[config.mk]
export PLATFORM = sky130hd
export DESIGN_NAME = spi_sclk_engine
export DESIGN_NICKNAME = d
export VERILOG_FILES = /design/src/rtl/spi_sclk_engine.sv
export SDC_FILE = /design/constraint.sdc
export NUM_CORES = 1
export LEC_CHECK = 0
export CORE_MARGIN = 8
export CORE_UTILIZATION = 50
export DETAILED_ROUTE_END_ITERATION = 8
export HOLD_SLACK_MARGIN = 0.06
export PLACE_DENSITY = 0.8
export SETUP_SLACK_MARGIN = 0.15
export SYNTH_ARGS = -nofsm -noshare
export SYNTH_HDL_FRONTEND = slang
export SYNTH_SLANG_ARGS = --single-unit
[constraint.sdc]
create_clock -name i_sys_clk -period 2.98 [get_ports i_sys_clk]
set_clock_uncertainty 0.15 [all_clocks]
set_input_delay 0.596 -clock i_sys_clk [delete_from_list [all_inputs] [get_ports i_sys_clk]]
set_output_delay 0.596 -clock i_sys_clk [all_outputs]
set_load 0.01 [all_outputs]
[src/rtl/spi_sclk_engine.sv]
// SPI master frame timing engine: chip-select setup/hold, SCLK generation and
// per-bit shift/sample strobes for one frame of a programmable bit count.
module spi_sclk_engine #(
   parameter int DIV_WIDTH = 8,
   parameter int CNT_WIDTH = 6,
   parameter int DLY_WIDTH = 4
) (
   input  logic                 i_sys_clk,
   input  logic                 i_rst,
   input  logic [DIV_WIDTH-1:0] i_divider,
   input  logic                 i_cpol,
   input  logic                 i_cpha,
   input  logic [CNT_WIDTH-1:0] i_num_bits,
   input  logic [DLY_WIDTH-1:0] i_cs_setup,
   input  logic [DLY_WIDTH-1:0] i_cs_hold,
   input  logic                 i_start,
   input  logic                 i_abort,
   output logic                 o_busy,
   output logic                 o_done,
   output logic                 o_cs_n,
   output logic                 o_sclk,
   output logic                 o_shift,
   output logic                 o_sample
);

   typedef enum logic [1:0] {
      S_IDLE  = 2'd0,
      S_SETUP = 2'd1,
      S_RUN   = 2'd2,
      S_HOLD  = 2'd3
   } state_t;

   state_t               r_state;
   logic [DIV_WIDTH-1:0] r_div;
   logic [DIV_WIDTH-1:0] r_cnt;
   logic [CNT_WIDTH-1:0] r_nbits;
   logic [DLY_WIDTH-1:0] r_setup;
   logic [DLY_WIDTH-1:0] r_hold;
   logic [DLY_WIDTH-1:0] r_dly;
   logic [CNT_WIDTH:0]   r_edge;
   logic                 r_cpol;
   logic                 r_cpha;
   logic                 r_busy;
   logic                 r_done;
   logic                 r_cs_n;
   logic                 r_sclk;
   logic                 r_shift;
   logic                 r_sample;

   logic                 w_tick;
   logic [CNT_WIDTH:0]   w_next_edge;
   logic                 w_last_edge;
   logic                 w_leading;

   // w_tick marks the final sys_clk cycle of the current SCLK half-period.
   assign w_tick      = (r_cnt == r_div);
   assign w_next_edge = r_edge + (CNT_WIDTH+1)'(1);
   assign w_last_edge = (w_next_edge == {r_nbits, 1'b0});
   assign w_leading   = w_next_edge[0];

   // Frame sequencer: state, counters, latched configuration and all outputs.
   always_ff @(posedge i_sys_clk) begin
      if (i_rst) begin
         r_state  <= S_IDLE;
         r_div    <= '0;
         r_cnt    <= '0;
         r_nbits  <= '0;
         r_setup  <= '0;
         r_hold   <= '0;
         r_dly    <= '0;
         r_edge   <= '0;
         r_cpol   <= 1'b0;
         r_cpha   <= 1'b0;
         r_busy   <= 1'b0;
         r_done   <= 1'b0;
         r_cs_n   <= 1'b1;
         r_sclk   <= i_cpol;
         r_shift  <= 1'b0;
         r_sample <= 1'b0;
      end else begin
         r_done   <= 1'b0;
         r_shift  <= 1'b0;
         r_sample <= 1'b0;
         if ((r_state != S_IDLE) && i_abort) begin
            r_state <= S_IDLE;
            r_cs_n  <= 1'b1;
            r_sclk  <= r_cpol;
            r_busy  <= 1'b0;
            r_cnt   <= '0;
            r_dly   <= '0;
            r_edge  <= '0;
         end else begin
            r_cnt <= ((r_state == S_IDLE) || w_tick) ? '0 : r_cnt + DIV_WIDTH'(1);
            case (r_state)
               S_IDLE: begin
                  r_sclk <= i_cpol;
                  if (i_start && !i_abort && (i_num_bits != '0)) begin
                     r_div   <= i_divider;
                     r_cpol  <= i_cpol;
                     r_cpha  <= i_cpha;
                     r_nbits <= i_num_bits;
                     r_setup <= i_cs_setup;
                     r_hold  <= i_cs_hold;
                     r_dly   <= '0;
                     r_edge  <= '0;
                     r_state <= S_SETUP;
                     r_cs_n  <= 1'b0;
                     r_busy  <= 1'b1;
                     r_shift <= ~i_cpha;
                  end
               end
               S_SETUP: begin
                  // Leaving SETUP coincides with SCLK edge 1 (always a leading edge).
                  if (w_tick) begin
                     if (r_dly == r_setup) begin
                        r_state  <= S_RUN;
                        r_sclk   <= ~r_sclk;
                        r_edge   <= (CNT_WIDTH+1)'(1);
                        r_sample <= ~r_cpha;
                        r_shift  <= r_cpha;
                     end else begin
                        r_dly <= r_dly + DLY_WIDTH'(1);
                     end
                  end
               end
               S_RUN: begin
                  if (w_tick) begin
                     r_sclk <= ~r_sclk;
                     r_edge <= w_next_edge;
                     if (w_leading) begin
                        r_sample <= ~r_cpha;
                        r_shift  <= r_cpha;
                     end else begin
                        r_sample <= r_cpha;
                        r_shift  <= ~r_cpha & ~w_last_edge;
                     end
                     if (w_last_edge) begin
                        r_state <= S_HOLD;
                        r_dly   <= '0;
                     end
                  end
               end
               S_HOLD: begin
                  if (w_tick) begin
                     if (r_dly == r_hold) begin
                        r_state <= S_IDLE;
                        r_cs_n  <= 1'b1;
                        r_busy  <= 1'b0;
                        r_done  <= 1'b1;
                     end else begin
                        r_dly <= r_dly + DLY_WIDTH'(1);
                     end
                  end
               end
               default: begin
                  r_state <= S_IDLE;
                  r_cs_n  <= 1'b1;
                  r_busy  <= 1'b0;
                  r_sclk  <= r_cpol;
               end
            endcase
         end
      end
   end

   assign o_busy   = r_busy;
   assign o_done   = r_done;
   assign o_cs_n   = r_cs_n;
   assign o_sclk   = r_sclk;
   assign o_shift  = r_shift;
   assign o_sample = r_sample;

endmodule

* After elaboration in Yosys (flattened, before gate mapping)
Cells that the tools add are included.
** Storage, ports and cells
- Output and inout port bits :: 6
- Register bits :: 51
** Operators by class
- Reduce and logical (&&, ||, !) cells :: 20
- Eq/ne operators :: 19
- $add $sub $neg :: 3
- Multiplexer cells :: 47
- Bitwise operators :: 8
** Operator list (number)
- 4-bit two-way mux :: 7
- 7-bit two-way mux :: 4
- 1-bit two-way mux :: 21
- 7-bit case mux with 3 select lines :: 1
- 2-bit != test, second input constant :: 8
- 4-bit case mux with 4 select lines :: 1
- 2-bit two-way mux :: 7
- 7-bit AND reduction :: 2
- 4-bit != test, second input constant :: 3
- 8-bit by 1-bit adder with 8-bit output, second input constant :: 1
- 4-bit equality test :: 2
- 8-bit equality test :: 1
- 2-bit case mux with 4 select lines :: 1
- 4-bit AND reduction :: 2
- 7-bit by 1-bit adder with 7-bit output, second input constant :: 1
- 7-bit equality test :: 1
- 1-bit inverter :: 7
- 1-bit case mux with 2 select lines :: 3
- 1-bit case mux with 3 select lines :: 2
- 6-bit nonzero test :: 1
- 5-bit AND reduction :: 1
- 5-bit nonzero test :: 1
- 4-bit by 1-bit adder with 4-bit output, second input constant :: 1
- 2-bit equality test, second input constant :: 2
- other kinds (13) :: 16

* Longest topological paths before layout
- Depth after elaboration :: 7
- Depth in mapped cells :: 8
- Depth with buffers taken out :: 7

* Worst setup path after synthesis
No wires, ideal clock.
- Path kind :: input port to flip-flop
- Start :: input i_abort
- End :: register r_dly[1]
- Arrival time :: 2023 ps
- Slack :: 738 ps
- Library setup time :: 69 ps
- Cell stages on the path :: 6
- Required time :: 2761 ps
- Cells stage by stage :: nand2b_1 -> a21oi_1 -> nor2b_1 -> or4_4 -> or4_1 -> o21ai_1
** On the way
- Word-level cells in the longest chain between the ends :: 5
- Elaborated cells on any way between the ends :: 7
- Those cells by class :: 1 x eq/ne; 6 x reduce/logical
** RTL lines
- start: declaration :: RTL line 17 : input logic i_abort,
- 1-bit zero test :: RTL line 97 : if (i_start && !i_abort && (i_num_bits != '0)) begin
- 1-bit logical AND (2 in series) :: RTL line 97
- 2-bit by 1-bit != test with 1-bit output (no line)
- 7-bit AND reduction (no line)
- end signal: assignment :: RTL line 122 : r_dly <= r_dly + DLY_WIDTH'(1);
- end signal: assignment :: RTL line 151 : r_dly <= r_dly + DLY_WIDTH'(1);
- end: declaration :: RTL line 39 : logic [DLY_WIDTH-1:0] r_dly;
Parallel ways exist; a longest one is shown, timed or not.
A chain may end at the register's enable or synchronous reset.

* Final worst setup path
- Start :: input i_num_bits[1]
- End :: register r_edge[3]
** On the way
- Word-level cells in the longest chain between the ends :: 4
** RTL lines
- start: declaration :: RTL line 13 : input logic [CNT_WIDTH-1:0] i_num_bits,
- 6-bit nonzero test :: RTL line 97
- 1-bit logical AND :: RTL line 97
- 2-bit by 1-bit != test with 1-bit output (no line)
- 5-bit AND reduction (no line)
- end signal: assignment :: RTL line 118 : r_edge <= (CNT_WIDTH+1)'(1);
- end signal: assignment :: RTL line 129 : r_edge <= w_next_edge;
- end: declaration :: RTL line 40 : logic [CNT_WIDTH:0] r_edge;
Every way passes these cells.

==> reports/qor.csv <==
stage,metric,value,unit
run_status,status,completed,
sta,rsz0062_at_grt,no,
sta,finalCritPeriodShare,87.8,%
global_routing,grt_pass1_wl,10500,microns
yosys,yosysWarnings,0,
critical_path,startpoint_type,input pin,
critical_path,worstSetupStartpoint,i_num_bits[1],
critical_path,critPathMaxFanout,9,
yosys,synth_edf_count,1,
yosys,syn_nets,348,
pwr,p_total,0.00202,W
clock_network,cts_buffers,5,
clock_network,ctsResizeCount,0,
critical_path,cp-endpoint,r_edge[3],
drt,drtIter0Drc,137,
global_routing,antenna_found_initial,0,
yosys,ys_async_sr_fraction,0,%
drt,wirelength,6030,microns
finish,n_antenna_cell,0,
sta,slew_headroom,42.9,%
critical_path,crit_type,input pin to register,
yosys,synth_xor_area_share,11.1,%
critical_path,cp-end-kind,register,
yosys,synth_top_family_by_area,simple AND/OR/NAND/NOR gates,
floorplan,initial_core_util,51.3,%
drt,routed-via-count,2286,
yosys,netlist.area_leader.share,38.4,%
floorplan,ios,34,
finish,nets,380,
drt,vias_per_cell,5.51,
critical_path,worstPathRequired,3040,ps
drt,dr.pass1.iters,4,
drt,drc_errors,0,
sta,period_minus_slack,2620,ps
yosys,netlist_top_cells_area,"dfxtp_1 (38%), nand2_1 (8.4%), xor2_1 (7.1%)",
global_routing,track_usage,17.0,%
finish,fillers,473,
sta,timing.final.hold_violations,0,
critical_path,reg2reg_slack,450,ps
job,drv_cap,0,
yosys,synthAdderAreaFrac,3.84,%
clock_network,insertion_delay,320,ps
yosys,yosysUniqueCellTypes,42,
critical_path,arrival,2680,ps
pwr,power_density,650,mW/mm^2
clock_network,cts_tree,yes,
placement,place.gp.congestion,0.917,
global_routing,grt_pass1_vias,2218,
sta,finalSetupViolations,0,
yosys,synth_top_area_cell,dfxtp_1,
pwr,p_leak,1.20,nW
yosys,yosys-mux-area-fraction,0.769,%
clock_network,cts_hold_buf,0,
clock_network,cts.sinks,51,
critical_path,r2r_start,r_edge[1],
sta,timing.hold.ws,310,ps
yosys,synthFlopType,dfxtp_1,
sta,max_freq,0.382,GHz
clock_network,htree_levels,2,
yosys,ys_ff_latch,51,
drt,post_drt_wl_per_cell,14.5,microns
floorplan,dieWidth,88.2,microns
sta,worstMarginPinSlew,856,ps
global_routing,grt.overflow.total,0,
yosys,synth.avg_cell_area,8.35,sq um
min_path,hp-class,register to register,
clock_network,clkTransAtPathRegs,90,ps
yosys,ys_seq_area_share,39.6,%
critical_path,timing.rr.end,r_dly[1],
placement,place_hpwl,4620,microns
yosys,synth_cells,312,
yosys,synth_compound_area_share,16.0,%
clock_network,clockBufferDepth,2,
floorplan,fp.dieH,88.2,microns
clock_network,clock_tree.root_cell,clkbuf_8,
clock_network,post-cts-setup-buffers,0,
finish,area_growth_syn_to_layout,19.3,%
drt,ant_nets,0,
floorplan,row_count,26,
floorplan,dieArea,0.00777,sq mm
critical_path,reg2reg_depth,7,
floorplan,coreArea,0.00507,sq mm
global_routing,grt_max_degree,28,
yosys,synthSimpleGateAreaFrac,25.8,%
min_path,min_path_cells,2,
pwr,irDropWorstVdd,413,uV
yosys,syn_area,0.00260,sq mm
placement,portBuffers,33,
sta,fin_tns_setup,0,ps
sta,final_max_slew_viol_count,0,
finish,layout-drive-gt1-share,5.51,%
-- through the flow --
stage | setup WS (ps) | instances | instance area, sq um | utilization, %
floorplan | 738 | 312 | 2600 | -
global placement | 126 | 407 | 3010 | 59.4
detailed placement | 52.9 | 407 | 3010 | 59.4
CTS | 380 | 415 | 3110 | 61.2
global route | 179 | 415 | 3110 | 61.2
finish | 362 | 415 | 3110 | 61.2
-- routing by layer --
metal,up-vias,track usage [%],wire length [microns]
met5,-,0,0
met4,0,6.14,139
met3,12,5.35,414
met2,73,27.8,2850
met1,1047,20.3,2630
li1,1154,-,-
-- how the worst min path moves through the flow --
stage	start	endpoint	slack, ps
floorplan	r_cpol	r_cpol	290
global placement	r_cpol	r_cpol	300
detailed placement	r_cpol	r_cpol	300
CTS	r_cpol	r_cpol	320
global route	r_div[5]	r_div[5]	350
finish	r_cpol	r_cpol	310
-- registers in the layout, summed over array words and instances (netlist names) --
register	count
o_cs_n	1
o_done	1
r_cpha	1
r_cnt	8
r_cpol	1
r_edge	7
o_busy	1
r_hold	4
o_sclk	1
r_state	2
o_shift	1
r_div	8
r_dly	4
r_setup	4
o_sample	1
r_nbits	6
-- cell usage after synthesis (4+ instances only) --
master	count
and3_1	6
nor2b_1	5
ha_1	8
xnor2_1	12
nand2_1	58
nand3_1	13
dfxtp_1	50
and2_1	4
a21oi_1	33
a31oi_1	5
nor2_1	20
inv_1	6
a32o_1	5
xor2_1	21
clkbuf_1	14
or3_1	5
o21ai_0	6
nand2b_1	5
-- cell type report --
type	instances	area, sq um	share of cell area (%)
multi-input cells	241	1500	48.2
clock buffers	5	68.8	2.22
clock inverters	3	22.5	0.725
flip-flops and latches	51	1030	33.2
repair buffers	39	375	12.1
inverters	6	22.5	0.725
well taps	70	87.6	2.82
-- worst max-delay path, stage by stage --
cell and delay [ps]:
clkdlybuf4s50_1 420, nor4_1 400, a21oi_1 190, nor2b_1 420, a2111oi_4 160, and2b_1 260, a32o_1 220
-- placed cells by master (no fill, tap or decap), types with 3 or more instances in the layout --
master / n
o21ai_0: 6
xnor2_1: 12
a32o_1: 5
a31oi_1: 5
or3_1: 5
nand3_1: 13
clkdlybuf4s50_1: 33
nor2_1: 20
clkbuf_8: 5
nand2_1: 58
nand4_1: 3
o31ai_1: 3
and2_1: 4
nor2b_1: 5
inv_1: 6
nor3b_1: 3
xor2_1: 21
dfxtp_1: 50
nor4_1: 3
and3_1: 6
ha_1: 8
nand2b_1: 5
a21oi_1: 33
buf_4: 6
-- power breakdown --
part / internal (W) / switching (W)
clock network: 0.000169 / 0.000243
logic: 0.000329 / 0.000462
registers: 0.000757 / 0.0000583
-- cells by family after synthesis --
| logic type | after synthesis |
|---|---|
| AND/OR/NAND/NOR | 134 |
| AO/OA/AOI/OAI | 64 |
| flip-flops | 51 |
| XOR/XNOR | 33 |
| buffers and inverters | 20 |
| adder cells (fa/ha/maj) | 8 |
| multiplexers | 2 |
Note: power is estimated with default switching activity, not from simulation.
